<file path="src/rtl/audio_meter_pkg.sv">
`default_nettype none
// ============================================================================
// Module      : audio_meter_pkg
// Description : Shared defaults, deserialiser state encoding and the LED
//               threshold helper for the I2S ADC level meter.
// Revision    : 1.0 - initial release
// ============================================================================
package audio_meter_pkg;

    localparam int c_SAMPLE_W_DEF     = 24;
    localparam int c_LED_N_DEF        = 10;
    localparam int c_DECAY_FRAMES_DEF = 4800;

    localparam int                    c_STATE_W      = 2;
    localparam logic [c_STATE_W-1:0]  c_ST_WAIT_EDGE = 2'd0;
    localparam logic [c_STATE_W-1:0]  c_ST_LEFT      = 2'd1;
    localparam logic [c_STATE_W-1:0]  c_ST_RIGHT     = 2'd2;

    // LED idx lights when the held peak reaches 2^(returned bit position).
    function automatic int led_thresh_bit(input int sample_w, input int led_n, input int idx);
        return sample_w - 1 - led_n + idx;
    endfunction

endpackage
`default_nettype wire

</file>
<file path="src/rtl/i2s_rx_deser.sv">
`default_nettype none
// ============================================================================
// Module      : i2s_rx_deser
// Description : Passive I2S receiver: synchronises BCLK/LRCK/DATA into clk,
//               deserialises left/right words and flags short slots.
// Revision    : 1.0 - initial release
// ============================================================================
module i2s_rx_deser
    import audio_meter_pkg::*;
#(
    parameter int SAMPLE_W = c_SAMPLE_W_DEF
) (
    input  logic                clk,
    input  logic                reset_n,
    input  logic                bclk,
    input  logic                adclrck,
    input  logic                adcdat,
    output logic                sample_valid,
    output logic [SAMPLE_W-1:0] sample_l,
    output logic [SAMPLE_W-1:0] sample_r,
    output logic                frame_err
);

    localparam int                c_CNT_W    = $clog2(SAMPLE_W + 2);
    localparam logic [c_CNT_W-1:0] c_CNT_FULL = c_CNT_W'(SAMPLE_W);
    localparam logic [c_CNT_W-1:0] c_CNT_SAT  = c_CNT_W'(SAMPLE_W + 1);
    localparam logic [c_CNT_W-1:0] c_CNT_ONE  = c_CNT_W'(1);

    logic                 r_bclk_m, r_bclk_s, r_bclk_p;
    logic                 r_lrck_m, r_lrck_s;
    logic                 r_dat_m,  r_dat_s;
    logic                 r_armed;
    logic                 r_lrck_last;
    logic [c_STATE_W-1:0] r_state;
    logic [c_CNT_W-1:0]   r_bit_cnt;
    logic [SAMPLE_W-1:0]  r_shift;
    logic [SAMPLE_W-1:0]  r_shadow_l;
    logic [SAMPLE_W-1:0]  r_shadow_r;
    logic                 r_l_ok;
    logic                 r_frame_done;
    logic                 r_slot_err;
    logic                 r_sample_valid;
    logic [SAMPLE_W-1:0]  r_sample_l;
    logic [SAMPLE_W-1:0]  r_sample_r;
    logic                 r_frame_err;

    logic w_bclk_rise;
    logic w_lrck_chg;
    logic w_slot_full;

    assign w_bclk_rise = r_bclk_s & ~r_bclk_p;
    // The first rise after reset only records the LRCK level, so a stale
    // reset value of the history bit can never fake a slot boundary.
    assign w_lrck_chg  = w_bclk_rise & r_armed & (r_lrck_s != r_lrck_last);
    assign w_slot_full = (r_bit_cnt >= c_CNT_FULL);

    always_ff @(posedge clk or negedge reset_n) begin
        if (!reset_n) begin
            r_bclk_m <= 1'b0;
            r_bclk_s <= 1'b0;
            r_bclk_p <= 1'b0;
            r_lrck_m <= 1'b0;
            r_lrck_s <= 1'b0;
            r_dat_m  <= 1'b0;
            r_dat_s  <= 1'b0;
        end else begin
            r_bclk_m <= bclk;
            r_bclk_s <= r_bclk_m;
            r_bclk_p <= r_bclk_s;
            r_lrck_m <= adclrck;
            r_lrck_s <= r_lrck_m;
            r_dat_m  <= adcdat;
            r_dat_s  <= r_dat_m;
        end
    end

    always_ff @(posedge clk or negedge reset_n) begin
        if (!reset_n) begin
            r_armed      <= 1'b0;
            r_lrck_last  <= 1'b0;
            r_state      <= c_ST_WAIT_EDGE;
            r_bit_cnt    <= '0;
            r_shift      <= '0;
            r_shadow_l   <= '0;
            r_shadow_r   <= '0;
            r_l_ok       <= 1'b0;
            r_frame_done <= 1'b0;
            r_slot_err   <= 1'b0;
        end else begin
            r_frame_done <= 1'b0;
            r_slot_err   <= 1'b0;
            if (w_bclk_rise) begin
                r_armed     <= 1'b1;
                r_lrck_last <= r_lrck_s;
            end
            if (w_lrck_chg) begin
                r_bit_cnt <= '0;
                case (r_state)
                    c_ST_LEFT: begin
                        if (w_slot_full) begin
                            r_shadow_l <= r_shift;
                            r_l_ok     <= 1'b1;
                        end else begin
                            r_slot_err <= 1'b1;
                            r_l_ok     <= 1'b0;
                        end
                    end
                    c_ST_RIGHT: begin
                        r_l_ok <= 1'b0;
                        if (w_slot_full) begin
                            r_shadow_r   <= r_shift;
                            r_frame_done <= r_l_ok;
                        end else begin
                            r_slot_err <= 1'b1;
                        end
                    end
                    default: ;
                endcase
                r_state <= r_lrck_s ? c_ST_RIGHT : c_ST_LEFT;
            end else if (w_bclk_rise && (r_state != c_ST_WAIT_EDGE)) begin
                // The LRCK-change bit itself is the I2S delay bit and is skipped.
                if (r_bit_cnt < c_CNT_FULL) begin
                    r_shift <= {r_shift[SAMPLE_W-2:0], r_dat_s};
                end
                if (r_bit_cnt < c_CNT_SAT) begin
                    r_bit_cnt <= r_bit_cnt + c_CNT_ONE;
                end
            end
        end
    end

    always_ff @(posedge clk or negedge reset_n) begin
        if (!reset_n) begin
            r_sample_valid <= 1'b0;
            r_sample_l     <= '0;
            r_sample_r     <= '0;
            r_frame_err    <= 1'b0;
        end else begin
            r_sample_valid <= r_frame_done;
            r_frame_err    <= r_slot_err;
            if (r_frame_done) begin
                r_sample_l <= r_shadow_l;
                r_sample_r <= r_shadow_r;
            end
        end
    end

    assign sample_valid = r_sample_valid;
    assign sample_l     = r_sample_l;
    assign sample_r     = r_sample_r;
    assign frame_err    = r_frame_err;

endmodule
`default_nettype wire

</file>
<file path="src/rtl/i2s_adc_level_meter.sv">
`default_nettype none
// ============================================================================
// Module      : i2s_adc_level_meter
// Description : I2S ADC tap with peak-hold/decay metering and a 6 dB/step
//               LED bar graph.
// Revision    : 1.0 - initial release
// ============================================================================
module i2s_adc_level_meter
    import audio_meter_pkg::*;
#(
    parameter int SAMPLE_W     = c_SAMPLE_W_DEF,
    parameter int LED_N        = c_LED_N_DEF,
    parameter int DECAY_FRAMES = c_DECAY_FRAMES_DEF
) (
    input  logic                clk,
    input  logic                reset_n,
    input  logic                bclk,
    input  logic                adclrck,
    input  logic                adcdat,
    output logic                sample_valid,
    output logic [SAMPLE_W-1:0] sample_l,
    output logic [SAMPLE_W-1:0] sample_r,
    output logic [SAMPLE_W-2:0] peak_hold,
    output logic [LED_N-1:0]    led,
    output logic                frame_err
);

    localparam int                  c_DCNT_W     = (DECAY_FRAMES > 1) ? $clog2(DECAY_FRAMES) : 1;
    localparam logic [c_DCNT_W-1:0] c_DECAY_LAST = c_DCNT_W'(DECAY_FRAMES - 1);
    localparam logic [c_DCNT_W-1:0] c_DCNT_ONE   = c_DCNT_W'(1);

    logic [SAMPLE_W-2:0] r_peak_hold;
    logic [c_DCNT_W-1:0] r_decay_cnt;
    logic [LED_N-1:0]    r_led;

    logic [SAMPLE_W-2:0] w_mag_l;
    logic [SAMPLE_W-2:0] w_mag_r;
    logic [SAMPLE_W-2:0] w_pk;
    logic [LED_N-1:0]    w_led;

    i2s_rx_deser #(
        .SAMPLE_W (SAMPLE_W)
    ) u_deser (
        .clk          (clk),
        .reset_n      (reset_n),
        .bclk         (bclk),
        .adclrck      (adclrck),
        .adcdat       (adcdat),
        .sample_valid (sample_valid),
        .sample_l     (sample_l),
        .sample_r     (sample_r),
        .frame_err    (frame_err)
    );

    // The most negative code has no positive twin; clamp it to full scale.
    function automatic logic [SAMPLE_W-2:0] f_mag(input logic [SAMPLE_W-1:0] x);
        logic [SAMPLE_W-1:0] neg;
        neg = -x;
        if (!x[SAMPLE_W-1]) begin
            return x[SAMPLE_W-2:0];
        end
        if (neg[SAMPLE_W-1]) begin
            return '1;
        end
        return neg[SAMPLE_W-2:0];
    endfunction

    assign w_mag_l = f_mag(sample_l);
    assign w_mag_r = f_mag(sample_r);
    assign w_pk    = (w_mag_l > w_mag_r) ? w_mag_l : w_mag_r;

    always_ff @(posedge clk or negedge reset_n) begin
        if (!reset_n) begin
            r_peak_hold <= '0;
            r_decay_cnt <= '0;
        end else if (sample_valid) begin
            if (w_pk > r_peak_hold) begin
                r_peak_hold <= w_pk;
                r_decay_cnt <= '0;
            end else if (r_decay_cnt == c_DECAY_LAST) begin
                r_peak_hold <= r_peak_hold - (r_peak_hold >> 3);
                r_decay_cnt <= '0;
            end else begin
                r_decay_cnt <= r_decay_cnt + c_DCNT_ONE;
            end
        end
    end

    generate
        for (genvar gi = 0; gi < LED_N; gi++) begin : g_led
            localparam int c_BIT = led_thresh_bit(SAMPLE_W, LED_N, gi);
            assign w_led[gi] = |r_peak_hold[SAMPLE_W-2:c_BIT];
        end
    endgenerate

    always_ff @(posedge clk or negedge reset_n) begin
        if (!reset_n) begin
            r_led <= '0;
        end else begin
            r_led <= w_led;
        end
    end

    assign peak_hold = r_peak_hold;
    assign led       = r_led;

endmodule
`default_nettype wire

</file>
<file path="config.mk">
export PLATFORM = sky130hd
export DESIGN_NAME = i2s_adc_level_meter
export DESIGN_NICKNAME = d
export VERILOG_FILES = /design/src/rtl/audio_meter_pkg.sv /design/src/rtl/i2s_rx_deser.sv /design/src/rtl/i2s_adc_level_meter.sv
export SDC_FILE = /design/constraint.sdc
export NUM_CORES = 1
export LEC_CHECK = 0
export ABC_AREA = 1
export BUFFER_PORTS_ARGS = -buffer_cell sky130_fd_sc_hd__buf_4
export CAP_MARGIN = 10
export CORE_MARGIN = 8
export CORE_UTILIZATION = 55
export CTS_BUF_LIST = sky130_fd_sc_hd__clkbuf_4 sky130_fd_sc_hd__clkbuf_8 sky130_fd_sc_hd__clkbuf_16
export DETAILED_ROUTE_END_ITERATION = 16
export GPL_ROUTABILITY_DRIVEN = 0
export HOLD_SLACK_MARGIN = 0.05
export PLACE_DENSITY = 0.77
export REMOVE_ABC_BUFFERS = 1
export SLEW_MARGIN = 10
export SYNTH_ARGS = -nofsm -noshare
export SYNTH_HDL_FRONTEND = slang
export SYNTH_SLANG_ARGS = --single-unit
</file>
<file path="constraint.sdc">
create_clock -name clk -period 3.89 [get_ports clk]
set_clock_uncertainty 0.15 [all_clocks]
set_input_delay 0.778 -clock clk [delete_from_list [all_inputs] [get_ports clk]]
set_output_delay 0.778 -clock clk [all_outputs]
set_load 0.01 [all_outputs]
</file>
==> results_tabular.tex <==
\begin{tabular}{lr}
\hline
Metric & Value \\
\hline
\multicolumn{2}{l}{\textbf{Global route}} \\
\quad Via count of the first global-routing pass & 11.92k \\
\quad Number of antenna violations at the first check in global routing & 0 \\
\quad Wire length of the first global-routing pass & 56420 um \\
\quad Final global-route overflow total & 0 \\
\quad Total global routing track utilization & 25.97\% \\
\quad Pin count of the biggest net entering global routing & 80 \\
\multicolumn{2}{l}{\textbf{Synth}} \\
\quad Cell count after synthesis & 1626 \\
\quad Cell area after technology mapping & 11880 sq um \\
\quad Number of distinct standard cells referenced by the synthesized netlist & 48 \\
\quad Number of warnings reported in the yosys synthesis log & 0 \\
\quad Avg Inst Size Synth & between 7 and 8 sq um \\
\quad Count of flip-flops with a built-in enable after synthesis & 0 \\
\quad Register area share after synthesis & 39.38\% \\
\quad Share of async-settable or async-resettable flops after synthesis & 100.0\% \\
\quad Flops \& latches, synth & around 190 \\
\quad Synth Flop Type & dfrtp\_1 \\
\multicolumn{2}{l}{\textbf{Setup path}} \\
\quad Max Fanout on Critical Path & 10 \\
\quad Crit path required time & 4120 ps \\
\quad Critical Path AT & 5250 ps \\
\quad Type of the setup path with the least slack & reg -> reg \\
\quad Type of destination of the critical path & flip-flop \\
\quad Startpoint type of the worst setup path & flip-flop \\
\quad Slowest CP cell & dfrtp\_1 \\
\quad Critical path's largest stage delay & roughly 450 ps \\
\quad Cell type with the highest occurrence count on the critical path & nand2\_1 \\
\multicolumn{2}{l}{\textbf{Power}} \\
\quad Part of the total power dissipated in the clock network & 43.4\% \\
\quad Power per standard cell area & 244.5 nW/um\^{}2 \\
\quad Fraction of power consumed by sequential logic & 51.0\% \\
\quad Net switching share of the total power & 26.64\% \\
\quad Total power consumption of the routed design & 4.048 mW \\
\quad Combinational share of power & 5.6\% \\
\quad Internal power contribution & slightly below 3 mW \\
\quad Switching power summed over all nets & 1.078 mW \\
\quad Worst-case vdd ir drop & 0.3522 mV \\
\quad Leakage power & 8.870 nW \\
\multicolumn{2}{l}{\textbf{Routing}} \\
\quad First-pass detailed-route iteration total & 6 \\
\quad Sum of routed wire length over all layers & 42530 um \\
\quad WL per Instance & about 19 um \\
\quad Vias per cell & 5.853 \\
\quad Total via count after detailed routing & 13.07k \\
\quad Remaining design rule violation count & 0 \\
\quad First-iteration detailed-routing DRC count & $\sim$1.4k \\
\quad Post-route ant nets & 0 \\
\multicolumn{2}{l}{\textbf{Die}} \\
\quad Floorplan core area & 21090 sq um \\
\quad Horiz. Die Dim & about 160 um \\
\quad Ports & 88 \\
\quad Area of the die & 26570 sq um \\
\quad Number of placement rows & 53 \\
\quad Initial core utilization & 56.35\% \\
\quad Height of the die & between 150 and 200 um \\
\multicolumn{2}{l}{\textbf{Clocking}} \\
\quad CTS sink cnt & 187 \\
\quad Maximum count of clock buffers along a single path & 2 \\
\quad H-Tree Depth & 4 \\
\quad Clock tree from TritonCTS & built \\
\quad Inserted Clock Buffers & 17 \\
\quad Buffer cell driving the clock tree root & clkbuf\_16 \\
\quad Clock slew at the register clock pins of the worst setup and hold paths & 80 ps \\
\quad Hold-fix buffers at CTS & 0 \\
\quad Clock latency on the worst-skew pair & 450 ps \\
\multicolumn{2}{l}{\textbf{Status}} \\
\quad Status & complete, but fails checks \\
\quad Violations in the final reports & negative setup slack \\
\multicolumn{2}{l}{\textbf{STA}} \\
\quad Relative slew margins & around half \\
\quad Period Utilization, post-route & 129.0\% \\
\quad Worst path setup slack after routing & -1128 ps \\
\quad Max Clk Rate & between 150 and 200 MHz \\
\quad Max-slew violation count & 0 \\
\quad Transition time of the tightest slew-check pin & 729.1 ps \\
\quad Post-route minimum period & around 5000 ps \\
\quad Number of endpoints with negative hold slack in the final report & 0 \\
\quad Setup repair after global routing missed its margin & yes \\
\quad Final setup viols & 36 \\
\multicolumn{2}{l}{\textbf{Final layout}} \\
\quad Net count of the finished layout & 2025 \\
\quad Fraction of final layout cells with drive strength greater than 1 & approximately a third \\
\quad Antenna Diode Count & 0 \\
\quad Area growth, synth to finish & 39.32\% \\
\multicolumn{2}{l}{\textbf{Place}} \\
\quad DPL Wire Length & 25360 um \\
\quad Worst setup slack after placement & -859.3 ps \\
\quad Number of port buffers & 87 \\
\multicolumn{2}{l}{\textbf{Hold path}} \\
\quad Class of the most critical hold timing path & in -> async \\
\multicolumn{2}{l}{\textbf{Run}} \\
\quad Total of max-cap violations & 0 \\
\hline
\end{tabular}
[power by group through the flow]
stage	logic, mW	registers (mW)	clock network, mW
finish	0.226	2.06	1.76
global route	0.271	2.07	1.85
CTS	0.228	2.06	1.76
detailed placement	0.227	2.10	0
global placement	0.215	2.10	0
floorplan	0.134	2.09	0
[synthesized netlist by cell type (2+ instances only)]
cell,instances,area (sq um)
a21oi_1,44,220.2
clkbuf_1,24,90.09
o21ai_1,10,50.05
inv_1,196,735.7
o21a_1,4,30.03
nand3_1,150,750.7
nand4_1,21,131.4
a21o_1,3,22.52
nor2_1,123,461.7
buf_2,17,85.08
nand3_2,19,190.2
nand3_4,7,122.6
nand3b_1,2,15.01
o22ai_1,2,12.51
nor3_1,15,75.07
buf_6,3,33.78
nand2_2,15,93.84
ha_1,74,925.9
xnor2_1,12,105.1
dfrtp_1,187,4679
nor4_1,3,18.77
xor2_1,12,105.1
a31oi_1,2,12.51
o211ai_1,2,15.01
nor2_2,7,43.79
inv_2,9,33.78
nand4_2,2,25.02
or2_2,4,25.02
o21ai_0,141,705.7
buf_4,5,37.54
nand2_1,494,1854
[per-stage QoR]
step	utilization [%]	area (sq um)	TNS, ps	hold WS, ps	instances
after detailed placement	68.44	14430	-29530	188.9	2167
after global routing	78.52	16560	-44370	199.9	2233
after floorplan	-	11610	-54340	181.2	1575
after CTS	73.28	15450	-17370	201.3	2208
final	78.52	16560	-38190	181.1	2233
after global placement	68.44	14430	-22460	185.1	2167
[kinds of logic after synthesis]
family / count (synthesis) / synth area share (%)
adder cells (fa/ha/maj): 75 / 7.960
AND/OR/NAND/NOR: 868 / 32.59
flip-flops: 187 / 39.38
AO/OA/AOI/OAI: 214 / 9.413
buffers and inverters: 257 / 8.802
XOR/XNOR: 24 / 1.769
multiplexers: 1 / 0.09475
[state kept, by name, indices dropped and copies added (netlist names), 2 cells and up]
register            cells
r_decay_cnt            13
u_deser.sample_l       24
led                    10
u_deser.sample_r       24
u_deser.r_state         2
u_deser.r_shadow_r     24
u_deser.r_bit_cnt       5
u_deser.r_shift        24
peak_hold              23
u_deser.r_shadow_l     24
[layout make-up]
| type | count | area, sq um |
|---|---|---|
| inverters | 206 | 803.3 |
| well taps | 275 | 344.1 |
| flip-flops and latches | 187 | 4681 |
| repair buffers | 349 | 2892 |
| fillers | 1302 | 4531 |
| repair inverters | 1 | 8.758 |
| clock buffers | 19 | 446.7 |
| clock inverters | 13 | 148.9 |
| multi-input cells | 1183 | 7233 |
[placed cells by master, fill, tap and decap left out, drive strengths merged]
master | netlist | final
dfrtp | 187 | 187
nand3 | 176 | 176
nor4 | 3 | 3
buf | 27 | 344
a21oi | 45 | 45
clkinv | 0 | 10
and3b | 1 | 1
a21o | 3 | 3
o21a | 4 | 4
o22ai | 2 | 2
a21boi | 1 | 1
xnor2 | 12 | 12
or2 | 5 | 5
nor3b | 1 | 1
o31ai | 1 | 1
o21bai | 2 | 2
ha | 74 | 74
fa | 1 | 1
xor2 | 12 | 12
o21ai | 151 | 151
o211ai | 2 | 2
nor3 | 15 | 15
a211oi | 1 | 1
inv | 206 | 210
a31oi | 2 | 2
nor2 | 132 | 132
clkbuf | 24 | 24
nand3b | 2 | 2
mux2 | 1 | 1
nand2 | 510 | 510
nand4 | 23 | 24
[final timing paths]
kind	start	endpoint	slack (ps)	depth (start not counted)
setup / recovery	u_deser.sample_r[1]$_DFFE_PN0P_	peak_hold[17]$_DFFE_PN0P_	-1130	33
hold / removal	reset_n	u_deser.r_shift[1]$_DFFE_PN0P_	180	1
setup reg to reg	u_deser.sample_r[1]$_DFFE_PN0P_	peak_hold[17]$_DFFE_PN0P_	-1130	33
hold reg to reg	u_deser.r_lrck_m$_DFF_PN0_	u_deser.r_lrck_s$_DFF_PN0_	200	0
max in group asynchronous	reset_n	r_decay_cnt[10]$_DFFE_PN0P_	2490	2
min in group clk	u_deser.r_lrck_m$_DFF_PN0_	u_deser.r_lrck_s$_DFF_PN0_	200	0
[routing by layer]
metal | GRT usage, % | routed length, um | vias to the layer above
met2 | 44.81 | 20030 | 829
met5 | 0 | 0 | -
met1 | 31.54 | 15350 | 6069
met3 | 4.044 | 3848 | 285
li1 | - | - | 5887
met4 | 11.59 | 3299 | 0
[critical path: cells and delay by family, from the launching register on]
family / cells / cell delay, ps
simple gates: 22 / 2460
flops: 1 / 450
compound gates: 1 / 180
buf+inv: 8 / 1020
fa+ha+maj: 2 / 650
[repair_timing]
action | in CTS | in global routing
pin swaps | 6 | 52
setup buffers | 5 | 21
resized for setup | 66 | 184
gates cloned | 4 | 5
endpoints found under the setup margin | 36 | 36
No activity file was read; power rests on OpenSTA's default activity.
